[src/rtl/sprite_motion_controller.sv]
// Per-frame sprite position sequencer: detects frame end from the VGA pixel
// counters and moves posx/posy once every FRAME_DIV frames, during vertical blank.
module sprite_motion_controller #(
  parameter int H_ACTIVE    = 640,
  parameter int V_ACTIVE    = 480,
  parameter int SPRITE_SIZE = 64,
  parameter int STEP        = 4,
  parameter int FRAME_DIV   = 2
) (
  input  logic       clk,
  input  logic       rst,
  input  logic [9:0] pixelx,
  input  logic [9:0] pixely,
  input  logic       btn_up,
  input  logic       btn_down,
  input  logic       btn_left,
  input  logic       btn_right,
  input  logic       auto_en,
  output logic [9:0] posx,
  output logic [9:0] posy,
  output logic       frame_tick,
  output logic       busy
);

  localparam int XMAX = H_ACTIVE - SPRITE_SIZE;
  localparam int YMAX = V_ACTIVE - SPRITE_SIZE;
  localparam int FW   = (FRAME_DIV > 1) ? $clog2(FRAME_DIV) : 1;

  localparam logic [FW-1:0]     FLAST = FW'(FRAME_DIV - 1);
  localparam logic signed [10:0] SSTEP = 11'(STEP);
  localparam logic signed [10:0] SXMAX = 11'(XMAX);
  localparam logic signed [10:0] SYMAX = 11'(YMAX);
  localparam logic [9:0]         XRST  = 10'(XMAX / 2);
  localparam logic [9:0]         YRST  = 10'(YMAX / 2);
  localparam logic [9:0]         VFE   = 10'(V_ACTIVE);

  typedef enum logic [1:0] {IDLE, SAMPLE, CALC, COMMIT} state_t;

  state_t        state;
  logic          fe_r, fe_q;
  logic [FW-1:0] fcnt;
  logic          up_l, down_l, left_l, right_l, auto_l;
  logic          dirx_neg, diry_neg, ndirx_neg, ndiry_neg;
  logic [9:0]    nx_r, ny_r;
  logic [10:0]   xnext, ynext;

  // One axis update in 11-bit signed arithmetic; returns {new_dir_neg, new_pos}.
  function automatic logic [10:0] axis_next(input logic [9:0] pos, input logic neg,
                                            input logic inc, input logic dec,
                                            input logic auto_m, input logic signed [10:0] lim);
    logic signed [10:0] p;
    logic signed [10:0] n;
    logic               nn;
    p  = signed'({1'b0, pos});
    nn = neg;
    n  = p;
    if (auto_m) begin
      n = neg ? p - SSTEP : p + SSTEP;
      if (n > lim) begin
        n  = lim;
        nn = 1'b1;
      end else if (n < 11'sd0) begin
        n  = '0;
        nn = 1'b0;
      end
    end else begin
      if (inc && !dec)      n = p + SSTEP;
      else if (dec && !inc) n = p - SSTEP;
      if (n > lim)             n = lim;
      else if (n < 11'sd0)     n = '0;
    end
    return {nn, n[9:0]};
  endfunction

  assign xnext      = axis_next(posx, dirx_neg, right_l, left_l, auto_l, SXMAX);
  assign ynext      = axis_next(posy, diry_neg, down_l, up_l, auto_l, SYMAX);
  assign frame_tick = fe_r & ~fe_q;

  always_ff @(posedge clk or negedge rst) begin
    if (!rst) begin
      state     <= IDLE;
      fe_r      <= 1'b0;
      fe_q      <= 1'b0;
      fcnt      <= '0;
      up_l      <= 1'b0;
      down_l    <= 1'b0;
      left_l    <= 1'b0;
      right_l   <= 1'b0;
      auto_l    <= 1'b0;
      dirx_neg  <= 1'b0;
      diry_neg  <= 1'b0;
      ndirx_neg <= 1'b0;
      ndiry_neg <= 1'b0;
      nx_r      <= XRST;
      ny_r      <= YRST;
      posx      <= XRST;
      posy      <= YRST;
      busy      <= 1'b0;
    end else begin
      fe_r <= (pixelx == '0) && (pixely == VFE);
      fe_q <= fe_r;
      if (frame_tick) fcnt <= (fcnt == FLAST) ? '0 : fcnt + 1'b1;
      case (state)
        IDLE: begin
          // Wraps that land while busy are dropped so a pass never restarts.
          if (frame_tick && fcnt == FLAST) begin
            state <= SAMPLE;
            busy  <= 1'b1;
          end
        end
        SAMPLE: begin
          up_l    <= btn_up;
          down_l  <= btn_down;
          left_l  <= btn_left;
          right_l <= btn_right;
          auto_l  <= auto_en;
          state   <= CALC;
        end
        CALC: begin
          {ndirx_neg, nx_r} <= xnext;
          {ndiry_neg, ny_r} <= ynext;
          state             <= COMMIT;
        end
        COMMIT: begin
          posx     <= nx_r;
          posy     <= ny_r;
          dirx_neg <= ndirx_neg;
          diry_neg <= ndiry_neg;
          busy     <= 1'b0;
          state    <= IDLE;
        end
        default: begin
          state <= IDLE;
          busy  <= 1'b0;
        end
      endcase
    end
  end

endmodule

[config.mk]
export PLATFORM = sky130hd
export DESIGN_NAME = sprite_motion_controller
export DESIGN_NICKNAME = d
export VERILOG_FILES = /design/src/rtl/sprite_motion_controller.sv
export SDC_FILE = /design/constraint.sdc
export NUM_CORES = 1
export LEC_CHECK = 0
export BUFFER_PORTS_ARGS = -buffer_cell sky130_fd_sc_hd__buf_4
export CAP_MARGIN = 25
export CORE_UTILIZATION = 45
export DETAILED_ROUTE_END_ITERATION = 10
export PLACE_DENSITY = 0.7
export SYNTH_ARGS = -nofsm -noshare
export SYNTH_HDL_FRONTEND = slang
export SYNTH_SLANG_ARGS = --single-unit
[constraint.sdc]
create_clock -name clk -period 3.09 [get_ports clk]
set_input_delay 0.7725 -clock clk [delete_from_list [all_inputs] [get_ports clk]]
set_output_delay 0.7725 -clock clk [all_outputs]
set_load 0.02 [all_outputs]
==> results of run 1 <==
placed cells by master, fill, tap and decap left out, types with 7 or more instances in the layout:
cell                       Yosys  routed
sky130_fd_sc_hd__a21oi_1      21      21
sky130_fd_sc_hd__inv_1        18      18
sky130_fd_sc_hd__xor2_1        8       8
sky130_fd_sc_hd__nor2_1       26      26
sky130_fd_sc_hd__nor3_1       11      11
sky130_fd_sc_hd__o21ai_0      24      24
sky130_fd_sc_hd__ha_1          9       9
sky130_fd_sc_hd__xnor2_1      16      16
sky130_fd_sc_hd__nand3_1       9       9
sky130_fd_sc_hd__buf_4         0      53
sky130_fd_sc_hd__dfstp_2      10      10
sky130_fd_sc_hd__nand3b_1      7       7
sky130_fd_sc_hd__nand2_1      38      38
sky130_fd_sc_hd__mux2_2       16      16
sky130_fd_sc_hd__dfrtp_1      45      45
state kept, by name, summed over array words and instances (netlist names), 2 cells and up:
signal,flops
posx,10
nx_r,10
state,2
posy,10
ny_r,10
metrics by stage:
step	setup WS [ns]	hold slack (ns)	power (uW)	cells
6_report	0.292	0.388	1480	545
5_1_grt	0.0443	0.410	1560	545
3_5_place_dp	0.368	0.369	1000	537
2_1_floorplan	0.369	0.347	909	411
4_1_cts	0.340	0.392	1490	545
3_3_place_gp	0.510	0.351	996	537
layout make-up:
type	instances	area, sq um
fill	759	3630
multi-input combinational	308	2110
sequential	55	1390
timing repair buffer	53	398
tap	102	128
clock buffer	6	82.6
inverter	19	71.3
clock inverter	2	35.0
cells by family after synthesis:
family,share of synthesized area [%]
compound gates,19.6
fa+ha+maj,3.04
simple gates,22.3
xor+xnor,5.67
buf+inv,5.44
mux,6.48
flops,37.5
worst max-delay path, delay by kind of cell, from the launching register on:
family                   cells  cell delay [ns]
AO/OA/AOI/OAI                4             1.14
AND/OR/NAND/NOR              3             0.56
flip-flops                   1             0.55
adder cells (fa/ha/maj)      1             0.37
buffers and inverters        1             0.13
routing by layer:
metal  up-vias  part of all wire, %  track usage (%)
li1       1554                    -                -
met1      1561                   48             29.2
met2        86                   47             33.9
met3         6                  4.1             3.28
met4         0                  1.2             6.67
met5         -                    0                0
worst paths after layout:
| check | depth (start not counted) | end | start | slack, ns |
|---|---|---|---|---|
| hold / removal | 0 | fe_q | fe_r | 0.39 |
| max in group asynchronous | 1 | ny_r[3] | rst | 2.15 |
| setup / recovery | 9 | nx_r[4] | posx[3] | 0.29 |
| min in group asynchronous | 1 | posy[5] | rst | 0.50 |
| hold reg to reg | 0 | fe_q | fe_r | 0.39 |
| setup reg to reg | 9 | nx_r[4] | posx[3] | 0.29 |
report_power, final:
part / switching (uW) / internal [uW] / total (uW) / leakage (uW)
clock: 223 / 262 / 485 / 0.0000612
combinational: 140 / 97.2 / 237 / 0.00105
sequential: 22.9 / 733 / 756 / 0.000716
total: 386 / 1090 / 1480 / 0.00183
==> run summary, run 1 <==
At the pin with the least slew margin, the transition time is 0.668 ns. The tightest min-delay check is of the reg -> reg type. The number of placement rows was 32. For the number of H-tree levels, the log shows 2. Setup violations remaining at the end of the flow were counted as 0. After synthesis, the cell types taking the most area are sky130_fd_sc_hd__dfrtp_1 (30%), sky130_fd_sc_hd__dfstp_2 (7.1%), sky130_fd_sc_hd__mux2_2 (4.9%), sky130_fd_sc_hd__nand2_1 (3.9%), sky130_fd_sc_hd__xnor2_1 (3.8%). The tools report the buffer cell driving the clock tree root as sky130_fd_sc_hd__clkbuf_8. TritonCTS built the clock tree. The flow ran to the end, and the final reports show no timing, DRC or antenna violations.

The HPWL after detailed placement is 6350 microns. The total number of vias was 3207; the die outline area was 8600 sq um. The total overflow left after global routing is 0.

Buffers added to address setup during post-CTS repair amount to 0. The cell type of the slowest stage on the worst timing path was sky130_fd_sc_hd__dfrtp_1. For the number of top-level design ports, the log shows 49. The most used flip-flop cell after synthesis is sky130_fd_sc_hd__dfrtp_1. The area fraction of the dominant cell type after synthesis is 30.4%, and the count of antenna diodes in the layout is 0. The logs give 37.5% for the share of the yosys chip area belonging to registers and 357 MHz for the highest clock frequency the design can meet. The commonest cells after synthesis are sky130_fd_sc_hd__dfrtp_1 (45), sky130_fd_sc_hd__nand2_1 (38), sky130_fd_sc_hd__nor2_1 (26). The startpoint class of the critical path was a flop. The run gives 411 as the synthesized instance count.

Routability-driven placement finished with a final weighted congestion of 0.887. Yosys instantiated no cell more often than sky130_fd_sc_hd__dfrtp_1. The initial utilization of the core area, before any placement, comes to 47.2%.

Area of the mapped netlist: 3700 sq um. Dividing total power by cell area gives a power density of 351 nW/um^2. The netlist uses 68 different library cells. Mean cell area of the mapped netlist: 9.01 sq um. The cell taking the most area after synthesis was sky130_fd_sc_hd__dfrtp_1.

Compared with the post-synthesis result, the final layout area differs by 13.8%. Entering global routing, the biggest net connects 56 pins. The run gives 8540 microns as the post-detailed-routing wire length.

The synthesized flop and latch total was 55. For the number of gates given a new drive strength after cts, the log shows 0. The data required time at the worst endpoint was 3.33 ns. Counting every net in the synthesized netlist gives 447.

The delay of the slowest cell on the worst path was 0.55 ns; the async set-or-reset flop fraction in the synthesized netlist was 100%. The tools report the standard cell core area as 7850 sq um. For the final database, setup skew stands at 0.00316 ns. For this run, design rule violations remaining after detail routing come to 0. In the final routed layout, each cell accounts on average for 15.7 microns.

Once placement finished, the instance area stood at 4100 sq um. For the number of iterations in the first detailed-routing pass, the log shows 5. The global-route wire length before repair is 14500 microns. The tree built by TritonCTS fans out to 55 sinks. The tools report the clock latency reported for the late side of the worst-skew pair as 0.30 ns. The arrival time of the worst setup path is 3.04 ns, and the number of maximum-capacitance violations is 0.

Global routing used 21.1% of the available tracks. For this run, the post-layout net count is 478. The horizontal extent of the die is 92.7 microns. The top fanout value on the critical path works out to 12. Input and output buffers added on the ports amount to 48. Dividing the final minimum period by the clock period gives 90.5%. The count of flip-flops with a built-in enable after synthesis came out at 0. In this run the remaining antenna-violating nets after routing total 0. The tools report the number of failing hold endpoints at the final stage as 0. Setup repair after global routing left no endpoint under its margin. For this design the static power due to leakage is 0.00183 uW. Vertical extent of the die: 92.7 microns. For the via count of the first global-routing pass, the log shows 3102. The critical path is of the reg -> reg type.

With fillers left out, the area of the finished cells amounts to 4220 sq um. For the count of synthesis-stage warnings from yosys, the log shows 0. Clock tree buffer depth: 2. Of the cells placed in the final design, the portion with a size suffix greater than 1 is 22.6%. The mean number of vias per cell is 5.88, and the number of antenna violations at the first check in global routing is 0. After the first detailed-routing iteration, the DRC count stood at 146.

STA classifies the critical path endpoint as a flop. In this run, post-CTS hold repair placed 0 buffers. Traced cell by cell, the critical path runs through inv_1 -> ha_1 -> nor3b_1 -> a31oi_1 -> a2111oi_0 -> nand3b_1 -> a311oi_2 -> nor2b_1 -> a211o_1. The run gives 55.5% as the max-slew headroom at the worst pin. The maximum vdd drop is 0.220 mV, and the setup TNS is 0 ns. The final core utilization is 53.7%, and the clock buffer count from CTS is 5. The final-report max-slew violation count is 0, and the clock period minus final worst setup slack is 2.80 ns. After clock tree synthesis, the clock-pin slew on the worst setup and hold paths is 0.09 ns.
No activity file was read; power rests on OpenSTA's default activity.
==> run 2: changes to the inputs <==
--- a/config.mk
+++ b/config.mk
@@ -10,6 +10,7 @@
 export CORE_UTILIZATION = 45
 export DETAILED_ROUTE_END_ITERATION = 10
 export PLACE_DENSITY = 0.7
+export SETUP_SLACK_MARGIN = 0.5
 export SYNTH_ARGS = -nofsm -noshare
 export SYNTH_HDL_FRONTEND = slang
 export SYNTH_SLANG_ARGS = --single-unit
==> run 2 against run 1 <==
Final area up 7.1%. Critical path depth up 1. Cell count grew 4.2%. First-iteration DRC count is 34% higher. Wire length is 9.3% higher. Non-clock buffer count is 23 higher. Combinational power is 11% higher. Register-to-register slack gained 0.25 ns. Power fell by 4.7%. Worst hold slack worse by 0.0092 ns. Setup slack improved by 0.25 ns.
==> run summary, run 2 (synthesis gave the netlist of run 1 again) <==
The tools report the number of DRC markers after the initial detailed-route iteration as 196 (+34%). The logs give 0 (unchanged) for the count of antenna diodes in the layout and 0.379 ns (-0.00917 ns) for the worst hold margin. The clock-pin slew of the registers on the worst-case setup and hold paths works out to 0.10 ns (about the same). The instance count after placement with tap cells included came out at 538 (+0.19%). Reg2reg setup slack: 0.55 ns (+0.25 ns). The mean number of vias per cell was 5.95 (+1.0%); the clock latency reported for the late side of the worst-skew pair was 0.30 ns (about the same).

Number of iterations in the first detailed-routing pass: 5 (unchanged). For the via count of the first global-routing pass, the log shows 3080 (-0.71%). The vertical extent of the die came out at 92.7 microns (unchanged). The final-report max-slew violation count is 0 (unchanged), and the clock net sink count is 55 (unchanged). In the layout the commonest cells are sky130_fd_sc_hd__buf_4 (73), sky130_fd_sc_hd__nand2_1 (38), sky130_fd_sc_hd__dfrtp_1 (38), sky130_fd_sc_hd__nor2_1 (26), sky130_fd_sc_hd__o21ai_0 (24).

The run finished with clean final reports. The number of placement rows came out at 32 (unchanged). The run gives 56 (unchanged) as the largest net degree at the start of global routing. Routability congestion estimate from global placement: 0.907 (+2.3%). TritonCTS built the clock tree. For the setup TNS, the log shows 0 ns (unchanged). The tools report the number of antenna violations at the first check in global routing as 0 (unchanged). The tightest min-delay check is of the reg -> reg type. Met2 global-route usage: 35.5% (+1.6 points). The overall power was 1410 uW (-4.7%).

Number of top-level design ports: 49 (unchanged). The tools report the total of endpoints with negative setup slack in the final report as 0 (unchanged). For the data required time at the worst endpoint, the log shows 3.33 ns (about the same). The startpoint of the worst hold path was fe_r.

The top fanout value on the critical path works out to 6 (-6). Critical setup path kind: reg -> reg. The die outline area came out at 8600 sq um (unchanged).

Among all stages on the critical path, the largest delay is contributed by sky130_fd_sc_hd__dfrtp_2. The total power density per cell area came out at 312 nW/um^2 (-11%). The run gives 0 (unchanged) as the DRC violations left. The worst register-to-register path begins at posx[3]. Total number of vias: 3377 (+5.3%).

The cell repeated most along the worst path is sky130_fd_sc_hd__nand3_1. The final core utilization came out at 57.6% (+3.8 points). Broken down by cell family, the worst path's largest delay share belongs to compound AO/OA/AOI/OAI gates.

Post-detailed-routing wire length: 9330 microns (+9.3%). The net total in the final layout is 501 (+4.8%), and the count of nets left with antenna violations after detail routing is 0 (unchanged). The final clock skew was 0.00865 ns (+0.00549 ns). The logs give 47.2% (unchanged) for the initial standard-cell utilization of the core and 0.00194 uW (+6.0%) for the leakage power total. The final critical-path share of the clock period is 82.3% (-8.2 points), and the fill cell instance count of the final layout is 695 (-8.4%). Number of cells traversed by the worst hold path: 0 (unchanged). The number of standard cells in the layout, taps in and fillers out is 568 (+4.2%), and the global-route wire length before repair is 14600 microns (+1.0%). The clock period minus final worst setup slack is 2.54 ns (-0.255 ns). Startpoint class of the critical path: a flop. The run gives 2.78 ns (-0.26 ns) as the arrival time of the worst setup path. Setup repair after global routing could not meet its margin everywhere. The estimated wirelength of the detail-placed design was 6310 microns (-0.63%); the met1 usage in global routing was 28.1% (-1.1 points). The tools report the max-slew headroom at the worst pin as 55.0% (-0.47 points). The aggregate global-route resource usage is 21.2% (+0.052 points).

Number of maximum-capacitance violations: 0 (unchanged). The routed wire length per instance works out to 16.4 microns (+4.9%). STA classifies the critical path endpoint as a flop.

The actual slew at the worst max-slew pin came out at 0.675 ns (+0.00711 ns). The library cell used most frequently in the layout, excluding fill and tap cells, is sky130_fd_sc_hd__buf_4. The maximum vdd drop was 0.251 mV (+14%); the layout overhead on the synthesized area was 21.9%. After global routing, the most crowded layer is met2. The clock tree buffer depth was 2 (unchanged); the number of buffers and inverters on the critical path was 2 (+1). The horizontal extent of the die was 92.7 microns (unchanged); the met3 capacity usage during global routing was 2.87% (-0.41 points). The depth of the worst register-to-register path is 10 (+1), and the share of final-layout standard cells stronger than drive strength 1 is 31.3% (+8.8 points). For the remaining global-route overflow, the log shows 0 (unchanged). The highest clock frequency the design can meet was 393 MHz (+10%).

For hold timing, the worst endpoint is fe_q. The count of hold buffers inserted by post-cts repair was 0 (unchanged). Traced cell by cell, the critical path runs through inv_1 -> ha_2 -> or3b_4 -> o32ai_4 -> xnor2_2 -> a21boi_4 -> a311oi_4 -> buf_4 -> nand3_1 -> nand3_1. The tree is rooted in a sky130_fd_sc_hd__clkbuf_8. The tools report the worst reg2reg path endpoint as nx_r[2].

The number of input and output port buffers inserted came out at 48 (unchanged). For the clock buffer count from CTS, the log shows 5 (unchanged). The delay of the slowest cell on the worst path works out to 0.45 ns (-0.10 ns).

For the standard cell core area, the log shows 7850 sq um (unchanged). The logs give 0 (unchanged) for the number of failing hold endpoints at the final stage and 2 (unchanged) for the number of H-tree levels.
[run 2: cell count changes in the layout (fill, tap and decap cells not counted), sizes merged]
cell	before	now
buf	53	75
clkbuf	6	7
bufinv	1	0
clkinvlp	0	1
[run 2: layer usage]
metal  share of wire (%)  vias to the layer above
met5                   0                        -
met4                 2.3                        0
met3                 7.0                       27
met2                  48                      165
met1                  43                     1584
li1                    -                     1601
[run 2: worst max path at each step]
stage,start,end,slack (ns),cells after the start
2_1_floorplan,posx[2],nx_r[4],0.50,10
3_3_place_gp,posx[3],nx_r[3],0.43,9
3_5_place_dp,posx[3],nx_r[3],0.38,9
4_1_cts,posx[4],nx_r[3],0.49,7
5_1_grt,posx[3],nx_r[2],0.46,10
6_report,posx[3],nx_r[2],0.55,10
[run 2: what timing repair did]
item / in CTS / in global routing
resized for setup: 9 / 19
buffers inserted: 3 / 19
pin swaps: 3 / 7
endpoints found under the setup margin: 13 / 16
[run 2: where the power goes]
group | total [uW] | internal, uW | switching [uW]
combinational | 264 | 110 | 154
clock | 384 | 159 | 225
sequential | 761 | 733 | 28.5
total | 1410 | 1000 | 407
[run 2: area by class of cell]
class	instances	area, sq um	area share, %
Clock buffer	6	72.6	1.61
Clock inverter	2	12.5	0.277
Inverter	19	71.3	1.58
Multi-Input combinational cell	308	2240	49.6
Sequential cell	55	1400	30.9
Tap cell	102	128	2.83
Timing Repair Buffer	76	593	13.1
[run 2: stage by stage]
stage	setup slack (ns)	area [sq um]
floorplan	0.496	3710
global placement	0.429	4110
detailed placement	0.377	4110
CTS	0.495	4260
global route	0.463	4520
finish	0.547	4520
